===== config.mk =====
export PLATFORM = sky130hd
export DESIGN_NAME = rf_wb_arbiter
export DESIGN_NICKNAME = d
export VERILOG_FILES = /design/src/rtl/rf_wb_arbiter.sv
export SDC_FILE = /design/constraint.sdc
export NUM_CORES = 1
export LEC_CHECK = 0
export ABC_AREA = 1
export CORE_ASPECT_RATIO = 0.75
export CORE_UTILIZATION = 45
export DETAILED_ROUTE_END_ITERATION = 8
export HOLD_SLACK_MARGIN = 0.06
export MAX_ROUTING_LAYER = met4
export PLACE_DENSITY = 0.91
export SYNTH_ARGS = -nofsm -noshare
export SYNTH_HDL_FRONTEND = slang
export SYNTH_SLANG_ARGS = --single-unit
export TNS_END_PERCENT = 10

===== constraint.sdc =====
create_clock -name clk -period 3.3 [get_ports clk]
set_clock_uncertainty 0.1 [all_clocks]
set_input_delay 0.825 -clock clk [delete_from_list [all_inputs] [get_ports clk]]
set_output_delay 0.825 -clock clk [all_outputs]
set_load 0.02 [all_outputs]

===== src/rtl/rf_wb_arbiter.sv =====
// Write-back arbiter for the register file's single write port, with a
// per-register busy scoreboard that decode uses for hazard stalls.
module rf_wb_arbiter #(
  parameter int DATA_W = 32,
  parameter int ADDR_W = 5
) (
  input  logic                  clk,
  input  logic                  reset,
  input  logic [2:0]            src_valid,
  output logic [2:0]            src_ready,
  input  logic [3*ADDR_W-1:0]   src_addr,
  input  logic [3*DATA_W-1:0]   src_data,
  output logic                  rf_reg_write,
  output logic [ADDR_W-1:0]     rf_write_addr,
  output logic [DATA_W-1:0]     rf_write_data,
  input  logic                  iss_valid,
  input  logic [ADDR_W-1:0]     iss_rd,
  input  logic [ADDR_W-1:0]     rd_addr_1,
  input  logic [ADDR_W-1:0]     rd_addr_2,
  output logic                  busy_1,
  output logic                  busy_2,
  output logic                  waw_err,
  output logic                  idle
);
  localparam int NREG = 1 << ADDR_W;

  logic [1:0]        rr_ptr_q, rr_ptr_d;
  logic [1:0]        cand [3];
  logic [1:0]        gnt_idx;
  logic              fire;
  logic              we_q, we_d;
  logic [ADDR_W-1:0] wa_q, wa_d;
  logic [DATA_W-1:0] wd_q, wd_d;
  logic [NREG-1:0]   busy_q, busy_d, clr_vec, set_vec;
  logic              waw_q, waw_d;

  // Search order rr+1, rr+2, rr (mod 3); the last grantee goes last.
  always_comb begin
    cand[0]   = (rr_ptr_q == 2'd2) ? 2'd0 : rr_ptr_q + 2'd1;
    cand[1]   = (cand[0] == 2'd2) ? 2'd0 : cand[0] + 2'd1;
    cand[2]   = rr_ptr_q;
    src_ready = '0;
    gnt_idx   = rr_ptr_q;
    fire      = 1'b0;
    for (int k = 0; k < 3; k++) begin
      if (!fire && src_valid[cand[k]]) begin
        fire    = 1'b1;
        gnt_idx = cand[k];
      end
    end
    if (fire) src_ready[gnt_idx] = 1'b1;
  end

  always_comb begin
    rr_ptr_d = rr_ptr_q;
    we_d     = 1'b0;
    wa_d     = wa_q;
    wd_d     = wd_q;
    if (fire) begin
      rr_ptr_d = gnt_idx;
      wa_d     = src_addr[gnt_idx*ADDR_W +: ADDR_W];
      wd_d     = src_data[gnt_idx*DATA_W +: DATA_W];
      we_d     = (wa_d != '0);
    end
  end

  // Clear tracks the cycle the register file actually stores; a same-edge
  // issue to that register is a new producer, so set overrides clear.
  always_comb begin
    clr_vec = '0;
    set_vec = '0;
    if (we_q) clr_vec[wa_q] = 1'b1;
    if (iss_valid && iss_rd != '0) set_vec[iss_rd] = 1'b1;
    busy_d    = (busy_q & ~clr_vec) | set_vec;
    busy_d[0] = 1'b0;
    waw_d     = waw_q | (iss_valid && iss_rd != '0 && busy_q[iss_rd] && !clr_vec[iss_rd]);
  end

  always_ff @(posedge clk or posedge reset) begin
    if (reset) begin
      rr_ptr_q <= 2'd2;
      we_q     <= 1'b0;
      wa_q     <= '0;
      wd_q     <= '0;
      busy_q   <= '0;
      waw_q    <= 1'b0;
    end else begin
      rr_ptr_q <= rr_ptr_d;
      we_q     <= we_d;
      wa_q     <= wa_d;
      wd_q     <= wd_d;
      busy_q   <= busy_d;
      waw_q    <= waw_d;
    end
  end

  assign rf_reg_write  = we_q;
  assign rf_write_addr = wa_q;
  assign rf_write_data = wd_q;
  assign busy_1        = busy_q[rd_addr_1];
  assign busy_2        = busy_q[rd_addr_2];
  assign waw_err       = waw_q;
  assign idle          = ~|busy_q && ~|src_valid && !we_q;
endmodule


# Yosys cells after proc, flatten, opt, wreduce, memory -nomap -nowiden
# Index checks and enable logic that the tools add are counted.
# totals
ff_bits	72
input_bits	132
# op_classes
reduce_logical	20
eq_ne	2
n_addsub	2
order_cmp	11
shift	2
mul	1
mux	32
bitwise	4
# op_table
operator	count
$shiftx 96x8->32	1
$mux 32	2
$and 32x32->32	1
$not 32->32	1
$or 32x32->32	1
$reduce_or 31->1	1
$lt 5x6->1 const B	4
$bmux 1 s5	4
$shiftx 15x6->5	1
$mux 1	14
$lt 2x3->1 const B	4
$demux 1 s5	2
$ge 5x1->1 const B	2
$logic_and 1x1->1	10
$mux 2	5
$reduce_bool 5->1	2
$bmux 1 s2	3
$logic_not 1->1	6
$mul 2x3->5 const B	1
$add 2x1->2 const B	2
$eq 2x2->1 const B	2
$mux 3	1
$reduce_or 3->1	1
$demux 1 s2	1
2 further kinds	2

# Longest topological paths before layout
# depth
word_depth	16
depth_mapped	15
ltp_nobuf	15

# Worst setup path before layout
# OpenSTA, ideal clock, no wires.
# synth_path
kind	in2out
startpoint	in rd_addr_2[0]
endpoint	out busy_2
setup_slack_ps	374
cell_stages	8
arrival_time_ps	2001
t_required_ps	2375
cell_sequence	inv_1 -> clkbuf_1 -> a21oi_1 -> o21ai_0 -> nand3_1 -> o21ai_0 -> nor2_1 -> a31oi_1
# synth_via
elab_chain_len	2
# synth_lines
element	line	source
start: declaration	19	input logic [ADDR_W-1:0] rd_addr_2,
$bmux 1 s5	101	assign busy_2 = busy_q[rd_addr_2];
$mux 1 (implied by the code)	101	
end: declaration	21	output logic busy_2,
# Every way passes these cells. The select of a mux whose other input is x is not followed.

# Worst setup path after layout
# layout_path
startpoint	in rd_addr_2[1]
endpoint	out busy_2
# The elaborated chain is that of the path after synthesis.

==> out/qor.csv <==
stage,metric,value,unit
sta,"Setup violations, final",0,
floorplanning,num ports,177,
finish,ant diodes,0,
clocking,TritonCTS clock tree,yes,
yosys,Synth Instances,679,
floorplanning,core area,10330,um2
critical_path,Worst setup EP type,output pin,
yosys,Seq cells post-synth,72,
place,DP Wirelength,13.55,mm
critical_path,crit path cell chain,clkdlybuf4s50_1 -> inv_1 -> a21oi_1 -> o21ai_0 -> o31ai_1 -> o21ai_0 -> o21ai_1 -> nor2_1 -> a31oi_1 -> buf_2,
power,Leak,3.154,nW
power,PwrDens,993.4,nW/um2
power,Logic pwr share,0.592,
global_route,largest net degree at the start of global routing,73,
global_route,Overflow after GRT,0,
critical_path,"critical path fanouts, max",6,
sta,setup tns final,0,ps
sta,max_slew headroom,0.6354,
finish,share of cells above drive strength 1,0.1019,
floorplanning,die area,11050,um2
critical_path,"Data arrival, critical path",2350,ps
yosys,post-synth cell types,36,
yosys,Syn Std Cell Area,4785,um2
place,GP Congestion,1.076,
clocking,Worst-path clk slew,60,ps
sta,Final Hold Vio Count,0,
global_route,initial antenna violation count,0,
global_route,first-pass GRT wire length,29.19,mm
sta,Tmin final,3271,ps
yosys,sequential share of the synthesized area,0.3768,
yosys,Synthesis Warnings,0,
clocking,clock sinks,72,
clocking,clock root buffer master,clkbuf_16,
critical_path,crit path kind,in2out,
status,status,"finished, final reports clean",
finish,fin area,7236,um2
sta,Worst Max-Slew Pin Slew,542.8,ps
yosys,post-synth top area share,0.3713,
critical_path,crit start category,input pin,
yosys,Post-Syn Nets,811,
critical_path,Most Frequent Cell on Critical Path,o21ai_0,
power,power share of the clock group,0.156,
global_route,total track usage,0.3545,
clocking,Clock Path Buffers,2,
routing,Routed WL,18.57,mm
clocking,H-Tree Depth,3,
yosys,largest cells by area after synthesis,"dfrtp_1, nand2_1, o21ai_0",
routing,remaining routing DRC violations,0,
finish,"commonest non-fill, non-tap cells in the layout","nand2_1, clkdlybuf4s50_1, o21ai_0",
clocking,TritonCTS Buffers,9,
power,Flop pwr share,0.252,
critical_path,"slowest stage delay, CP",480,ps
run,max_cap viols,0,
yosys,Synth area leader,dfrtp_1,
critical_path,slowest CP cell,clkdlybuf4s50_1,
power,switching fraction of total power,0.4790,
floorplanning,Chip Height,91.30,um
floorplanning,Die Wd,121.1,um
floorplanning,Row Count,32,
sta,RSZ-0062 raised after global routing,yes,
power,sw power,3.443,mW
finish,Area Overhead vs Synth,51.23,%
clocking,clk_lat worst skew,330,ps
clocking,post-CTS setup buffers,0,
routing,vias per inst,5.829,
sta,Peak Freq,0.3057,GHz
power,cell-internal power,3.745,mW
floorplanning,Initial Util,0.4632,
finish,"commonest non-fill, non-tap cell in the layout",nand2_1,
routing,total number of vias,5940,
place,# port buffers,176,
worst_hold_path,HP Class,reg2reg,
routing,Pre-antenna DRT Iters,7,
sta,"Period Utilization, post-route",0.9912,
finish,fin nets,1010,
yosys,Avg Inst Size Synth,7.047,um2
routing,DRT iter0 DRCs,780,
sta,Final Max Tran Viols,0,
routing,Post-DRT Antenna Nets,0,
global_route,vias in the first global route,5567,
critical_path,Critical Path RT,2370,ps
routing,drt wl/cell,18.22,um
power,worst IR drop on VDD,0.6693,mV
place,Placement Cell Area,6874,um2
[sequential cells by signal (all words and copies together), names as in the netlist]
register / cells
rf_write_addr: 5
busy_q: 31
rf_write_data: 32
waw_err: 1
rf_reg_write: 1
rr_ptr_q: 2
[cell families after synthesis]
kind of cell,after synthesis,share of synthesized area
compound gates,173,0.2238
buf+inv,98,0.08394
simple gates,336,0.3154
flops,72,0.3768
[cell type report]
class | instances | area (um2)
inverters | 75 | 286.5
clock buffers | 10 | 229.0
clock inverters | 6 | 107.6
well taps | 136 | 170.2
flip-flops and latches | 72 | 1803
repair buffers | 211 | 2049
fillers | 803 | 3094
multi-input cells | 509 | 2590
[worst paths after layout]
check	from	to	slack, ps	depth (start not counted)
worst max-delay path	rd_addr_2[1]	busy_2	30	10
worst min-delay path	waw_err$_DFF_PP0_	waw_err$_DFF_PP0_	380	2
worst max register to register	rr_ptr_q[1]$_DFFE_PP1P_	rf_reg_write$_DFF_PP0_	1020	13
worst min register to register	waw_err$_DFF_PP0_	waw_err$_DFF_PP0_	380	2
max in group asynchronous	reset	rr_ptr_q[1]$_DFFE_PP1P_	1960	3
min in group asynchronous	reset	busy_q[20]$_DFF_PP0_	800	3
[per-layer routing]
| layer | up-vias | GRT usage | part of all wire | wire length (um) |
|---|---|---|---|---|
| li1 | 2721 | - | - | - |
| met1 | 2710 | 0.4807 | 0.41 | 7570 |
| met2 | 434 | 0.4948 | 0.42 | 7881 |
| met3 | 75 | 0.1068 | 0.13 | 2374 |
| met4 | 0 | 0.1317 | 0.040 | 744 |
| met5 | - | - | 0 | 0 |
[cell usage after synthesis (all sizes together)]
| cell | instances |
|---|---|
| nand2 | 184 |
| o21ai | 93 |
| inv | 74 |
| dfrtp | 71 |
| nor2 | 65 |
| nand3 | 43 |
| o22ai | 26 |
| nand4 | 25 |
| a21oi | 23 |
| a41oi | 13 |
| buf | 12 |
| nor3 | 12 |
| clkbuf | 11 |
| o211ai | 7 |
| nor4 | 6 |
| a22o | 4 |
| o31ai | 3 |
| a31oi | 2 |
| and2 | 1 |
| clkinv | 1 |
| dfstp | 1 |
| o21a | 1 |
| o221ai | 1 |
[critical path, delay by kind of cell]
| family | cells | cell delay, ps |
|---|---|---|
| compound gates | 6 | 690 |
| buf+inv | 3 | 760 |
| simple gates | 1 | 60 |
[through the flow]
step / setup WS [ps] / hold slack [ps] / std cells / utilization / power (mW)
floorplan: 374.0 / 374.6 / 679 / - / 4.303
global placement: -475.0 / 359.7 / 1001 / 0.6655 / 5.830
detailed placement: -504.0 / 359.9 / 1001 / 0.6655 / 5.907
CTS: -139.9 / 379.5 / 1017 / 0.6967 / 7.071
global route: -45.55 / 421.0 / 1019 / 0.7005 / 7.655
finish: 29.17 / 379.3 / 1019 / 0.7005 / 7.188
[power by group through the flow]
stage               logic [mW]  registers, mW  clock network, mW
floorplan                 2.38           1.93                  0
global placement          4.06           1.78                  0
detailed placement        4.13           1.78                  0
CTS                       4.17           1.78               1.12
global route              4.64           1.85               1.17
finish                    4.25           1.81               1.12
[timing repair]
item	in CTS	in global routing
endpoints found under the setup margin	6	5
pin swaps	0	3
endpoints found under the hold margin	0	0
cloned	0	2
hold buffers	0	0
gates resized for setup	26	20
No activity file was read; power rests on OpenSTA's default activity.
